### src/rtl/fifo_write_arbiter_pkg.sv
// Shared defaults, FSM encodings and helpers for the FIFO write-port arbiter.
// Imported by the top level and by the round-robin picker.
package fifo_write_arbiter_pkg;

  localparam int DATA_WIDTH_DEF = 8;
  localparam int N_REQ_DEF      = 4;
  localparam int MAX_BURST_DEF  = 8;

  // Two-state arbiter encodings, kept as plain constants for legacy users.
  localparam logic [0:0] ARB_IDLE  = 1'b0;
  localparam logic [0:0] ARB_GRANT = 1'b1;

  // Wraps a requester index into 0..n-1.
  function automatic int rr_wrap(input int idx, input int n);
    return idx % n;
  endfunction

endpackage

### src/rtl/rr_pick.sv
// Combinational round-robin picker: rotate the request vector so the search
// starts just above the last winner, find the first set bit, then un-rotate.
module rr_pick
  import fifo_write_arbiter_pkg::*;
#(
  parameter int N_REQ    = N_REQ_DEF,
  parameter int ID_WIDTH = $clog2(N_REQ)
) (
  input  logic [N_REQ-1:0]    req,
  input  logic [ID_WIDTH-1:0] last,
  output logic                any,
  output logic [ID_WIDTH-1:0] idx
);

  logic [N_REQ-1:0] rot;
  int               start;
  int               off;
  logic             found;

  always_comb begin
    start = rr_wrap(int'(last) + 1, N_REQ);
    rot   = '0;
    for (int k = 0; k < N_REQ; k++) begin
      rot[k] = req[ID_WIDTH'(rr_wrap(start + k, N_REQ))];
    end
    found = 1'b0;
    off   = 0;
    for (int k = 0; k < N_REQ; k++) begin
      if (rot[k] && !found) begin
        found = 1'b1;
        off   = k;
      end
    end
    any = |req;
    idx = ID_WIDTH'(rr_wrap(start + off, N_REQ));
  end

endmodule

### src/rtl/fifo_write_arbiter.sv
// Shares the FIFO write port among N_REQ requesters: round-robin choice in
// IDLE, grant locked to one requester until its packet ends or MAX_BURST beats.
module fifo_write_arbiter
  import fifo_write_arbiter_pkg::*;
#(
  parameter int DATA_WIDTH = DATA_WIDTH_DEF,
  parameter int N_REQ      = N_REQ_DEF,
  parameter int MAX_BURST  = MAX_BURST_DEF,
  parameter int ID_WIDTH   = $clog2(N_REQ),
  parameter int CNT_WIDTH  = $clog2(MAX_BURST + 1)
) (
  input  logic                        clk,
  input  logic                        reset_n,
  input  logic [N_REQ-1:0]            req_valid,
  input  logic [N_REQ-1:0]            req_last,
  input  logic [N_REQ*DATA_WIDTH-1:0] req_data,
  output logic [N_REQ-1:0]            req_ready,
  output logic                        wr_valid,
  output logic [DATA_WIDTH-1:0]       wr_data,
  input  logic                        wr_full,
  output logic [ID_WIDTH-1:0]         grant_id,
  output logic                        busy,
  output logic [0:0]                  dbg_state,
  output logic [CNT_WIDTH-1:0]        dbg_beat_cnt
);

  // Handshakes: a requester beat moves when req_valid[i] & req_ready[i]; a
  // FIFO write happens when wr_valid & !wr_full. valid never waits on ready,
  // and ready is only ever high for the granted requester.

  logic [0:0]           state;
  logic [CNT_WIDTH-1:0] beat_cnt;
  logic                 pick_any;
  logic [ID_WIDTH-1:0]  pick_id;
  logic                 gnt_valid;
  logic                 gnt_last;
  logic                 accept;
  logic                 release_beat;

  rr_pick #(
    .N_REQ    (N_REQ),
    .ID_WIDTH (ID_WIDTH)
  ) u_pick (
    .req  (req_valid),
    .last (grant_id),
    .any  (pick_any),
    .idx  (pick_id)
  );

  always_comb begin
    gnt_valid = req_valid[grant_id];
    gnt_last  = req_last[grant_id];
    wr_valid  = 1'b0;
    wr_data   = '0;
    req_ready = '0;
    if (state == ARB_GRANT) begin
      wr_valid            = gnt_valid;
      req_ready[grant_id] = gnt_valid & ~wr_full;
      for (int i = 0; i < N_REQ; i++) begin
        if (ID_WIDTH'(i) == grant_id) begin
          wr_data = req_data[i*DATA_WIDTH +: DATA_WIDTH];
        end
      end
    end
  end

  assign accept       = wr_valid & ~wr_full;
  // Release on end of packet or on the beat that fills the burst allowance.
  assign release_beat = gnt_last | (beat_cnt == CNT_WIDTH'(MAX_BURST - 1));

  always_ff @(posedge clk or negedge reset_n) begin
    if (!reset_n) begin
      state    <= ARB_IDLE;
      grant_id <= ID_WIDTH'(N_REQ - 1);
      beat_cnt <= '0;
    end else begin
      case (state)
        ARB_IDLE: begin
          if (pick_any) begin
            grant_id <= pick_id;
            beat_cnt <= '0;
            state    <= ARB_GRANT;
          end
        end
        ARB_GRANT: begin
          if (accept) begin
            beat_cnt <= beat_cnt + CNT_WIDTH'(1);
            if (release_beat) begin
              state <= ARB_IDLE;
            end
          end
        end
        default: state <= ARB_IDLE;
      endcase
    end
  end

  assign busy         = (state == ARB_GRANT);
  assign dbg_state    = state;
  assign dbg_beat_cnt = beat_cnt;

endmodule

### config.mk
export PLATFORM = sky130hd
export DESIGN_NAME = fifo_write_arbiter
export DESIGN_NICKNAME = d
export VERILOG_FILES = /design/src/rtl/fifo_write_arbiter_pkg.sv /design/src/rtl/rr_pick.sv /design/src/rtl/fifo_write_arbiter.sv
export SDC_FILE = /design/constraint.sdc
export NUM_CORES = 1
export LEC_CHECK = 0
export CAP_MARGIN = 20
export CORE_MARGIN = 2
export CORE_UTILIZATION = 56
export DETAILED_ROUTE_END_ITERATION = 12
export DONT_BUFFER_PORTS = 1
export PLACE_DENSITY = 0.81
export SYNTH_ARGS = -nofsm -noshare
export SYNTH_HDL_FRONTEND = slang
export SYNTH_SLANG_ARGS = --single-unit
### constraint.sdc
create_clock -name clk -period 2.13 [get_ports clk]
set_input_delay 0.426 -clock clk [delete_from_list [all_inputs] [get_ports clk]]
set_output_delay 0.426 -clock clk [all_outputs]
set_load 0.01 [all_outputs]
==> flow_metrics.env <==
export IMPL_status="complete, but fails checks"
export IMPL_violations="setup timing"
export IMPL_core_region_area_um2=1560
export IMPL_antenna_cells=0
export IMPL_synthArstFlopShare_pct=100
export IMPL_fin_ws_ns=-0.161
export IMPL_drcViolationCount=0
export IMPL_wl_per_cell_um=17.5
export IMPL_grt_pass1_vias=845
export IMPL_io_pins=64
export IMPL_area_growth_pct=25.3
export IMPL_peakVddDrop_uv=895
export IMPL_finalCriticalPeriod_ns=2.29
export IMPL_multiInputGateArea_um2=810
export IMPL_drv_slew=0
export IMPL_routed_wl_mm=2.79
export IMPL_finalSetupViolations=14
export IMPL_drv_cap=0
export IMPL_syn_nets=184
export IMPL_fmax_ghz=0.437
export IMPL_grt_use_total_pct=25.5
export IMPL_yosysWarnings=0
export IMPL_dp_hpwl_mm=1.82
export IMPL_yosys_area_top_type_share_pct=13.1
export IMPL_setup_tns_ns=-1.38
export IMPL_yosysTopAreaCell="dfrtp_1"
export IMPL_seqCellArea_um2=178
export IMPL_synth_seq_cells=7
export IMPL_synth_ff_type="dfrtp_1"
export IMPL_synth_edff_count=0
export IMPL_netlist_area_um2=956
export IMPL_clock_root_buffer="clkbuf_4"
export IMPL_yosysSeqAreaShare_pct=18.6
export IMPL_cts_sinks=7
export IMPL_grt_overflow=0
export IMPL_max_slew_margin_pct=60.5
export IMPL_path_max_fanout=8
export IMPL_dieArea_um2=2050
export IMPL_crit_buf_inv=2
export IMPL_rows=14
export IMPL_end_kind="primary output"
export IMPL_clk_pin_slew_ns=0.06
export IMPL_min_period_over_period_pct=108
export IMPL_drive_above_1_share_pct=34.7
export IMPL_place_area_um2=946
export IMPL_htree_levels=1
export IMPL_critical_path_class="reg2out"
export IMPL_grt_max_degree=18
export IMPL_powerDensity_nw_per_um2=1650
export IMPL_cp_slowest_cell="dfstp_2"
export IMPL_ys_types=26
export IMPL_vias_per_cell=6.44
export IMPL_min_path_type="in2reg"
export IMPL_crit_family="flip-flops"
export IMPL_final_hold_viol_count=0
export IMPL_clock_latency_ns=0.27
export IMPL_worst_pin_slew_ns=0.593
export IMPL_antenna_found_initial=0
export IMPL_cts_tree="done"
export IMPL_fillers=116
export IMPL_clockBufferDepth=2
export IMPL_grt_pass1_wl_mm=3.78
export IMPL_finalNonFillerCells=160
export IMPL_dr_pass1_iters=4
export IMPL_critical_path_max_stage_delay_ns=0.58
export IMPL_syn_avg_cell_area_um2=7.08
export IMPL_synthTopCellsByArea="dfrtp_1 (13%), a21oi_1 (10%), nand2_1 (8.6%)"
export IMPL_start_util_pct=61.3
export IMPL_required_ns=1.70
export IMPL_nNetsFinal=194
export IMPL_placed_cells=143
export IMPL_portBuffers=0
export IMPL_die_h_um=45.3
export IMPL_cp_cell_sequence="buf_4 -> buf_8 -> mux4_2 -> and3b_2 -> and2_4"
export IMPL_gp_congestion=0.825
export IMPL_rsz0062_at_grt="true"
export IMPL_final_cell_area_um2=1200
export IMPL_p_total_mw=1.97
export IMPL_drt_iter0_markers=28
export IMPL_cp_start_kind="flip-flop"
export IMPL_fin_skew_ns=0.0108
export IMPL_arrival_ns=1.86
export IMPL_leakage_nw=0.478
export IMPL_antenna_left=0
export IMPL_num_vias=1031
export IMPL_fp_dieW_um=45.3
export IMPL_synthCells=135
export IMPL_numCtsBuffers=3
[flip-flops by register name, summed over array words and instances, names as in the netlist]
signal and flops:
dbg_beat_cnt 4, grant_id 2, busy 1
[placed cells by master, fill, tap and decap left out, types with 3 or more instances in the layout]
cell type,n
nand2_1,22
a21oi_1,15
and2_4,12
nor2_1,12
buf_4,10
nand3b_1,8
o21ai_1,8
o21ai_0,6
a21oi_2,5
dfrtp_1,5
ha_4,4
clkbuf_4,3
[area by class of cell]
| cell class | count | area share (%) |
|---|---|---|
| Tap cell | 16 | 1.67 |
| Timing Repair Buffer | 16 | 12.7 |
| Clock buffer | 4 | 2.19 |
| Multi-Input combinational cell | 114 | 67.6 |
| Inverter | 3 | 0.940 |
| Sequential cell | 7 | 14.8 |
[final timing paths]
check / slack (ns) / to / start / depth (start not counted)
worst max register to register: -0.01 / grant_id[1] / grant_id[0] / 11
worst min register to register: 0.61 / dbg_beat_cnt[0] / dbg_beat_cnt[0] / 1
worst max-delay path: -0.16 / req_ready[2] / grant_id[0] / 5
min in group asynchronous: 0.46 / dbg_beat_cnt[3] / reset_n / 1
worst min-delay path: 0.44 / busy / wr_full / 3
max in group asynchronous: 1.44 / dbg_beat_cnt[2] / reset_n / 1
[what timing repair did]
item | in CTS | in global routing
hold buffers | 1 | 1
pin swaps | 6 | 4
resized for setup | 21 | 19
gates cloned | 0 | 0
setup endpoints to repair | 12 | 15
buffers inserted | 6 | 5
hold endpoints to repair | 5 | 2
[worst min-delay path: stages]
cell and delay [ns]:
nor2b_1 0.03, o21ai_0 0.08, a21o_1 0.14
[stage by stage]
stage / worst slack, ns / util (%) / hold slack [ns]
after floorplan: 0.00497 / - / 0.130
after global placement: 0.0762 / 60.7 / 0.131
after detailed placement: 0.0202 / 60.7 / 0.131
after CTS: -0.0618 / 69.0 / 0.00106
after global routing: -0.218 / 76.8 / 0.457
final: -0.161 / 76.8 / 0.439
[cell usage after synthesis, types with 3 or more instances]
master	number
a21oi_1	20
and2_1	13
buf_6	3
clkbuf_1	7
dfrtp_1	5
ha_1	6
inv_1	3
nand2_1	22
nand3b_1	8
nor2_1	12
o21ai_0	14
[logic make-up after synthesis]
kind of cell,after synthesis,synth area share [%]
buffers and inverters,14,8.25
and+or+nand+nor,62,33.6
DFF,7,18.6
xor gates and xnor gates,4,3.67
muxes,3,5.76
adders and majority gates,6,7.85
AOI/OAI and AO/OA,39,22.3
[metal layers]
| metal | track usage (%) | part of all wire, % |
|---|---|---|
| met1 | 30.3 | 41 |
| met5 | 0 | 0 |
| met2 | 41.1 | 50 |
| met4 | 11.8 | 2.0 |
| met3 | 8.80 | 7.4 |
[where the power goes]
group | switching, mW | total [mW] | internal [mW]
sequential | 0.112 | 0.310 | 0.198
clock | 0.0582 | 0.130 | 0.0721
combinational | 0.731 | 1.53 | 0.800
total | 0.901 | 1.97 | 1.07
Note: power is estimated with default switching activity, not from simulation.
